<file path="src/rtl/lif_pkg.sv">
// Shared definitions for the lif_array neuron block: FSM state encoding,
// default parameter values and the unsigned saturation helper.
package lif_pkg;

    localparam int DEF_N_CH       = 4;
    localparam int DEF_W          = 8;
    localparam int DEF_LEAK_SHIFT = 1;
    localparam int DEF_REFRAC     = 2;

    // Widest membrane supported by the saturation helper.
    localparam int MAX_W = 32;

    typedef enum logic [1:0] {
        IDLE   = 2'd0,
        UPDATE = 2'd1,
        DONE   = 2'd2
    } lif_state_e;

    // Clamp a (w+1)-bit unsigned sum, zero-extended to MAX_W+1 bits, to 2^w-1.
    function automatic logic [MAX_W-1:0] sat_clip(input logic [MAX_W:0] sum,
                                                  input int unsigned w);
        logic [MAX_W:0] lim;
        lim = ((MAX_W+1)'(1) << w) - (MAX_W+1)'(1);
        if (sum > lim) begin
            return lim[MAX_W-1:0];
        end
        return sum[MAX_W-1:0];
    endfunction

endpackage

</file>
<file path="src/rtl/lif_array_if.sv">
// Step handshake, channel currents, shared threshold/inhibit, spike output
// and membrane readback for lif_array.
interface lif_array_if #(
    parameter int N_CH = 4,
    parameter int W    = 8
);
    localparam int SEL_W = (N_CH > 1) ? $clog2(N_CH) : 1;

    logic                step_valid;
    logic                step_ready;
    logic [N_CH*W-1:0]   current;
    logic [W-1:0]        threshold;
    logic [W-1:0]        inhibit;
    logic [N_CH-1:0]     spike;
    logic                spike_valid;
    logic [SEL_W-1:0]    state_sel;
    logic [W-1:0]        state_out;

    modport master (
        output step_valid, current, threshold, inhibit, state_sel,
        input  step_ready, spike, spike_valid, state_out
    );

    modport slave (
        input  step_valid, current, threshold, inhibit, state_sel,
        output step_ready, spike, spike_valid, state_out
    );
endinterface

</file>
<file path="src/rtl/lif_update.sv">
// Combinational single-neuron timestep: shift leak, integrate current,
// saturate, compare against threshold, and count down the refractory period.
module lif_update
    import lif_pkg::*;
#(
    parameter int W          = DEF_W,
    parameter int LEAK_SHIFT = DEF_LEAK_SHIFT,
    parameter int REFRAC     = DEF_REFRAC,
    parameter int RC_W       = 2
) (
    input  logic [W-1:0]    state_in,
    input  logic [RC_W-1:0] rc_in,
    input  logic [W-1:0]    current,
    input  logic [W-1:0]    threshold,
    output logic [W-1:0]    state_next,
    output logic [RC_W-1:0] rc_next,
    output logic            spike
);
    logic [W-1:0] leaked;
    logic [W:0]   sum;
    logic [W-1:0] sat;

    assign leaked = state_in - (state_in >> LEAK_SHIFT);
    assign sum    = {1'b0, leaked} + {1'b0, current};
    assign sat    = W'(sat_clip((MAX_W+1)'(sum), W));

    // Refractory channels are held at zero; otherwise fire or integrate.
    always_comb begin
        // NOTE: every output gets a default first so no path leaves one unassigned (no latch).
        state_next = sat;
        rc_next    = rc_in;
        spike      = 1'b0;
        if (rc_in != '0) begin
            state_next = '0;
            rc_next    = rc_in - RC_W'(1);
        end else if (sat >= threshold) begin
            spike      = 1'b1;
            state_next = '0;
            rc_next    = RC_W'(REFRAC);
        end
    end
endmodule

</file>
<file path="src/rtl/lif_array.sv">
// Array of N_CH leaky integrate-and-fire neurons sharing one lif_update
// datapath, one channel per cycle. Optional lateral inhibition is enabled
// with the LIF_ARRAY_INHIBIT_EN macro.
module lif_array
    import lif_pkg::*;
#(
    parameter int N_CH       = DEF_N_CH,
    parameter int W          = DEF_W,
    parameter int LEAK_SHIFT = DEF_LEAK_SHIFT,
    parameter int REFRAC     = DEF_REFRAC
) (
    input  logic        clk,
    input  logic        rst_n,
    lif_array_if.slave  bus
);
    localparam int SEL_W = (N_CH > 1) ? $clog2(N_CH) : 1;
    localparam int RC_W  = (REFRAC > 0) ? $clog2(REFRAC + 1) : 1;

    lif_state_e          state_q, state_d;
    logic [SEL_W-1:0]    idx_q;
    logic [N_CH*W-1:0]   cur_q;
    logic [W-1:0]        thr_q;
    logic [N_CH-1:0]     shadow_q;
    logic [N_CH-1:0]     spike_q;
    logic                spike_valid_q;
    logic [W-1:0]        mem_state [N_CH];
    logic [RC_W-1:0]     mem_rc    [N_CH];

    logic [W-1:0]        upd_state;
    logic [RC_W-1:0]     upd_rc;
    logic                upd_spike;

    lif_update #(
        .W          (W),
        .LEAK_SHIFT (LEAK_SHIFT),
        .REFRAC     (REFRAC),
        .RC_W       (RC_W)
    ) u_update (
        .state_in   (mem_state[idx_q]),
        .rc_in      (mem_rc[idx_q]),
        .current    (cur_q[idx_q*W +: W]),
        .threshold  (thr_q),
        .state_next (upd_state),
        .rc_next    (upd_rc),
        .spike      (upd_spike)
    );

    assign bus.step_ready  = (state_q == IDLE);
    assign bus.spike       = spike_q;
    assign bus.spike_valid = spike_valid_q;
    assign bus.state_out   = mem_state[bus.state_sel];

    // FSM state register.
    always_ff @(posedge clk) begin
        // NOTE: sequential state uses non-blocking assignment so all flops update together.
        if (!rst_n) begin
            state_q <= IDLE;
        end else begin
            state_q <= state_d;
        end
    end

    // Next-state logic: accept in IDLE, sweep channels, publish, return.
    always_comb begin
        state_d = state_q;
        case (state_q)
            IDLE:    if (bus.step_valid) state_d = UPDATE;
            UPDATE:  if (idx_q == SEL_W'(N_CH - 1)) state_d = DONE;
            DONE:    state_d = IDLE;
            default: state_d = IDLE;
        endcase
    end

`ifndef LIF_ARRAY_INHIBIT_EN
    logic unused_inhibit;
    assign unused_inhibit = ^bus.inhibit;
`endif

    // Datapath: capture on accept, write back one channel per cycle, publish in DONE.
    always_ff @(posedge clk) begin
        if (!rst_n) begin
            // NOTE: neuron storage is a small flop array and must start from rest, so it is reset too.
            for (int i = 0; i < N_CH; i++) begin
                mem_state[i] <= '0;
                mem_rc[i]    <= '0;
            end
            idx_q         <= '0;
            cur_q         <= '0;
            thr_q         <= '0;
            shadow_q      <= '0;
            spike_q       <= '0;
            spike_valid_q <= 1'b0;
        end else begin
            spike_valid_q <= 1'b0;
            case (state_q)
                IDLE: begin
                    if (bus.step_valid) begin
                        cur_q    <= bus.current;
                        thr_q    <= bus.threshold;
                        shadow_q <= '0;
                        idx_q    <= '0;
                    end
                end
                UPDATE: begin
                    mem_state[idx_q] <= upd_state;
                    mem_rc[idx_q]    <= upd_rc;
                    shadow_q[idx_q]  <= upd_spike;
                    idx_q            <= idx_q + SEL_W'(1);
                end
                DONE: begin
                    spike_q       <= shadow_q;
                    spike_valid_q <= 1'b1;
`ifdef LIF_ARRAY_INHIBIT_EN
                    if (|shadow_q) begin
                        for (int i = 0; i < N_CH; i++) begin
                            if (!shadow_q[i] && (mem_rc[i] == '0)) begin
                                mem_state[i] <= (mem_state[i] > bus.inhibit) ?
                                                mem_state[i] - bus.inhibit : '0;
                            end
                        end
                    end
`endif
                end
                default: ;
            endcase
        end
    end
endmodule

</file>
<file path="src/flat_wrapper.sv">
// flat-port wrapper written by rule: the top's interface ports become plain ports
module lif_array_flat import lif_pkg::*;
#(
    parameter int N_CH       = DEF_N_CH,
    parameter int W          = DEF_W,
    parameter int LEAK_SHIFT = DEF_LEAK_SHIFT,
    parameter int REFRAC     = DEF_REFRAC
)
  (clk, rst_n, bus_step_valid, bus_current, bus_threshold, bus_inhibit, bus_state_sel, bus_step_ready, bus_spike, bus_spike_valid, bus_state_out);
  lif_array_if #(.N_CH(N_CH), .W(W)) bus_i ();
  input  logic clk;
  input  logic rst_n;
  input wire logic [$bits(bus_i.step_valid)-1:0] bus_step_valid;
  input wire logic [$bits(bus_i.current)-1:0] bus_current;
  input wire logic [$bits(bus_i.threshold)-1:0] bus_threshold;
  input wire logic [$bits(bus_i.inhibit)-1:0] bus_inhibit;
  input wire logic [$bits(bus_i.state_sel)-1:0] bus_state_sel;
  output wire logic [$bits(bus_i.step_ready)-1:0] bus_step_ready;
  output wire logic [$bits(bus_i.spike)-1:0] bus_spike;
  output wire logic [$bits(bus_i.spike_valid)-1:0] bus_spike_valid;
  output wire logic [$bits(bus_i.state_out)-1:0] bus_state_out;
  assign bus_i.step_valid = bus_step_valid;
  assign bus_i.current = bus_current;
  assign bus_i.threshold = bus_threshold;
  assign bus_i.inhibit = bus_inhibit;
  assign bus_i.state_sel = bus_state_sel;
  assign bus_step_ready = bus_i.step_ready;
  assign bus_spike = bus_i.spike;
  assign bus_spike_valid = bus_i.spike_valid;
  assign bus_state_out = bus_i.state_out;
  lif_array #(.N_CH(N_CH), .W(W), .LEAK_SHIFT(LEAK_SHIFT), .REFRAC(REFRAC)) u_core (.clk(clk), .rst_n(rst_n), .bus(bus_i));
endmodule
</file>
<file path="config.mk">
export PLATFORM = sky130hd
export DESIGN_NAME = lif_array_flat
export DESIGN_NICKNAME = d
export VERILOG_FILES = /design/src/rtl/lif_pkg.sv /design/src/rtl/lif_array_if.sv /design/src/rtl/lif_update.sv /design/src/rtl/lif_array.sv /design/src/flat_wrapper.sv
export SDC_FILE = /design/constraint.sdc
export NUM_CORES = 1
export LEC_CHECK = 0
export ABC_AREA = 1
export CAP_MARGIN = 20
export CORE_MARGIN = 5
export CORE_UTILIZATION = 50
export CTS_BUF_LIST = sky130_fd_sc_hd__clkbuf_16
export DETAILED_ROUTE_END_ITERATION = 8
export GPL_TIMING_DRIVEN = 1
export PLACE_DENSITY = 0.83
export SKIP_LAST_GASP = 1
export SYNTH_ARGS = -nofsm -noshare
export SYNTH_HDL_FRONTEND = slang
export SYNTH_SLANG_ARGS = --single-unit
</file>
<file path="constraint.sdc">
create_clock -name clk -period 4.03 [get_ports clk]
set_input_delay 0.806 -clock clk [delete_from_list [all_inputs] [get_ports clk]]
set_output_delay 0.806 -clock clk [all_outputs]
set_load 0.03 [all_outputs]
</file>
==> metrics.txt <==
count of standard-cell rows 37; worst reg2reg path endpoint u_core.mem_state[0][0]$_SDFFCE_PN0P_; complex-gate fraction of the synthesized area 15.3%; clock tree from TritonCTS done; total of warnings raised by yosys 0; outcome complete, but fails checks; leakage power summed over all cells 3.02 nW; library cell with the largest summed area after synthesis edfxtp_1; endpoint required time on the critical path 4.21 ns; post-route cell area 7140 um2; iteration-0 DRC count of the detailed router 466; proportion of synthesized chip area in sequential cells 44.1%; Setup CP Type register to register; grt met2 use 37.5%; largest driver fanout on the critical path 7; routed wirelength normalized by instance count 16.5 um; fraction of layout instances using a drive strength above 1 23.5%; overall via count from detail_route 5085; number of cells on the worst reg-to-reg path 27; slew at the pin with the worst max-slew slack 1.14 ns; busiest layer in global routing met2; start point of the worst hold path u_core.cur_q[11]$_SDFFE_PN0P_; Detailed Place HPWL 9.68 mm; internal reg-to-reg setup slack -0.35 ns; hold depth 2; combinational family with the most area after synthesis simple AND/OR/NAND/NOR gates; Synth Area in Adders 7.49%; Cell Area, Synth 5220 um2; Pre-Repair DR Iteration Count 5; Area Overhead vs Synth 37.0%; Vert. Die Dim 112 um; met3 track utilization from global routing 4.15%; initial standard-cell utilization of the core 51.0%; post-layout net count 849; leading post-synthesis cells by cell area edfxtp_1 (23%), dfxtp_1 (21%), nor2_1 (11%); via count of the first global-routing pass 4873; Max-cap violations 0; H-tree Lvls 3; sum of routed wire length over all layers 14.9 mm; number of unique standard cell types used by synthesis 37; Detail Route Antenna Nets 0; Pins Over Slew Limit 0; worst-case hold path end point u_core.cur_q[11]$_SDFFE_PN0P_; gr usage total 21.4%; CP startpoint kind register; XOR/XNOR share of the synthesized area 1.34%; peak supply drop 0.367 mV; type of the most critical hold path register to register; Synth Area per Inst 7.83 um2; clock slew at the register clock pins of the worst setup and hold paths 0.07 ns; cell area after placement 6280 um2; violated checks setup timing; Inserted Clock Buffers 9; vias per cell 5.61; die span in x 112 um; final worst setup slack -0.346 ns; clock latency on the worst-skew pair 0.35 ns; drc violations 0; normalized max-slew margin 23.8%; minimum period implied by the final worst setup slack 4.38 ns; kind of end point of the critical path register; CTS root buf clkbuf_16; RSZ-0062 raised after global routing true; Final period util 109%; clock sink count 95; net count after synthesis 749; number of antenna violations at the first check in global routing 0; post-synthesis share of cell area spent on and, or, nand and nor gates 24.2%; leftover overflow at the end of global routing 0; first-pass GRT wire length 22.1 mm; number of hold violations in the final report 0; Die Footprint 12600 um2; clock tree buffer depth 2; routability-driven placement congestion ratio 0.864; Port-buffer cells 58; share of the synthesized area in the top cell type 23.0%; power density of the placed cells 617 nW/um2; area of the core 10200 um2; CP arrival 4.55 ns; Max Clock Freq 229 MHz; proportion of synthesized area in mux cells 0%; total I/O pin count 67; diode insertion count for antenna repair 0; met1 GRT Util 26.1%; Min Hold Slack 0.490 ns; total of flip-flops plus latches after synthesis 95; hold buffer count at cts 0; final setup skew 0.0120 ns; number of cells produced by synthesis 666; largest net degree at the start of global routing 53; final setup violation count 40
==> per-stage QoR <==
stage,TNS [ns],cells,power (W),util (%),setup slack (ns)
detailed placement,-12.41,879,0.00277,61.4,-0.358
CTS,-9.51,899,0.00376,65.5,-0.253
finish,-12.19,907,0.00441,69.8,-0.346
global route,-20.06,907,0.00462,69.8,-0.540
floorplan,0,666,0.00215,-,0.00191
global placement,-6.39,879,0.00270,61.4,-0.201
==> cell usage after synthesis <==
master / count
nor2_2: 1
edfxtp_1: 40
fa_1: 2
nand3_2: 5
nand2_2: 5
nor3_2: 7
a21o_1: 1
o22ai_1: 16
a21boi_1: 1
clkbuf_1: 15
clkinv_1: 2
nand3_1: 20
nor2_1: 150
o22a_1: 1
xnor2_1: 6
a32o_1: 2
buf_6: 1
a21oi_1: 34
a32oi_1: 6
o31ai_1: 1
nor2_4: 1
xor2_1: 2
inv_2: 1
a31o_2: 1
nand4_1: 4
buf_4: 1
ha_1: 28
or2_2: 3
nor3_1: 2
buf_2: 12
nor2_8: 1
nand2_1: 92
a21oi_4: 1
o21ai_0: 80
nand2_4: 1
dfxtp_1: 55
inv_1: 65
==> kinds of logic (layout without fill, tap and decap cells) <==
| group | after synthesis | count (layout) |
|---|---|---|
| buffers and inverters | 97 | 202 |
| adders and majority gates | 30 | 30 |
| xor gates and xnor gates | 8 | 8 |
| and+or+nand+nor | 292 | 292 |
| DFF | 95 | 95 |
| AOI/OAI and AO/OA | 144 | 144 |
==> cell type report <==
type | count | area [um2]
fill | 731 | 3090
multi-input combinational | 474 | 3020
sequential | 95 | 2310
timing repair buffer | 117 | 1080
inverter | 68 | 268
clock buffer | 9 | 225
tap | 136 | 170
clock inverter | 7 | 65.1
timing repair inverter | 1 | 7.51
==> state kept, by name, indices dropped and copies added, names as in the netlist, named ones only <==
| signal | flops |
|---|---|
| u_core.bus.spike | 4 |
| u_core.bus.spike_valid | 1 |
| u_core.cur_q | 32 |
| u_core.idx_q | 2 |
| u_core.mem_rc | 8 |
| u_core.mem_state | 32 |
| u_core.shadow_q | 4 |
| u_core.state_q | 2 |
| u_core.thr_q | 8 |
==> how the worst max path moves through the flow <==
stage / startpoint / end / slack [ns] / cells after the start
2_1_floorplan: register / u_core.mem_state[1][3]$_SDFFCE_PN0P_ / 0.002 / 27
3_3_place_gp: register / u_core.mem_state[0][0]$_SDFFCE_PN0P_ / -0.20 / 27
3_5_place_dp: register / u_core.mem_state[0][0]$_SDFFCE_PN0P_ / -0.36 / 26
4_1_cts: register / u_core.mem_state[1][2]$_SDFFCE_PN0P_ / -0.25 / 26
5_1_grt: register / u_core.mem_state[0][0]$_SDFFCE_PN0P_ / -0.54 / 25
6_report: register / u_core.mem_state[0][0]$_SDFFCE_PN0P_ / -0.35 / 27
==> power by group <==
group | switching [W] | internal, W
Sequential | 0.0000358 | 0.00107
Clock | 0.000364 | 0.000478
Combinational | 0.00136 | 0.00110
Total | 0.00176 | 0.00265
==> repair_timing <==
item,4_1_cts,5_1_grt
gates resized for setup,27,68
setup endpoints to repair,40,40
pin swaps,15,32
gates cloned,1,1
buffers inserted,3,7
hold endpoints to repair,0,0
==> layout by cell type (no fill, tap or decap), types with 9 or more instances in the layout <==
master           instances
o22ai_1                 15
nand3_1                 16
nor2_1                 137
nand2_2                 13
a21oi_1                 23
nor2_2                   9
nand2_1                 78
clkdlybuf4s50_1         58
buf_4                   54
a21oi_2                 11
dfxtp_1                 53
o21ai_0                 77
ha_1                    14
ha_4                    12
clkbuf_16               10
inv_1                   60
edfxtp_1                40
==> critical path, stage by stage (launching register included) <==
cell and delay (ns):
dfxtp_4 0.40, clkinvlp_4 0.21, a21oi_2 0.16, a32o_2 0.15
ha_2 0.18, inv_2 0.04, fa_2 0.35, nand3_2 0.08
nand2_2 0.05, nand2_1 0.07, nand2_1 0.06, a21oi_2 0.17
xnor2_2 0.16, ha_4 0.26, nand2_4 0.08, inv_2 0.04
nand2_2 0.08, nand2_2 0.08, a21oi_4 0.16, buf_12 0.16
nand3_4 0.09, ha_4 0.26, a21o_1 0.19, nor2_4 0.12
nand3_4 0.19, nor2_4 0.17, nand2_2 0.10, nor2_1 0.14
==> layer usage <==
metal	share of wire, %	up-vias
li1	-	2405
met1	39	2376
met4	2.9	0
met5	0	-
met2	51	265
met3	7.3	39
(Power assumes the default switching activity.)
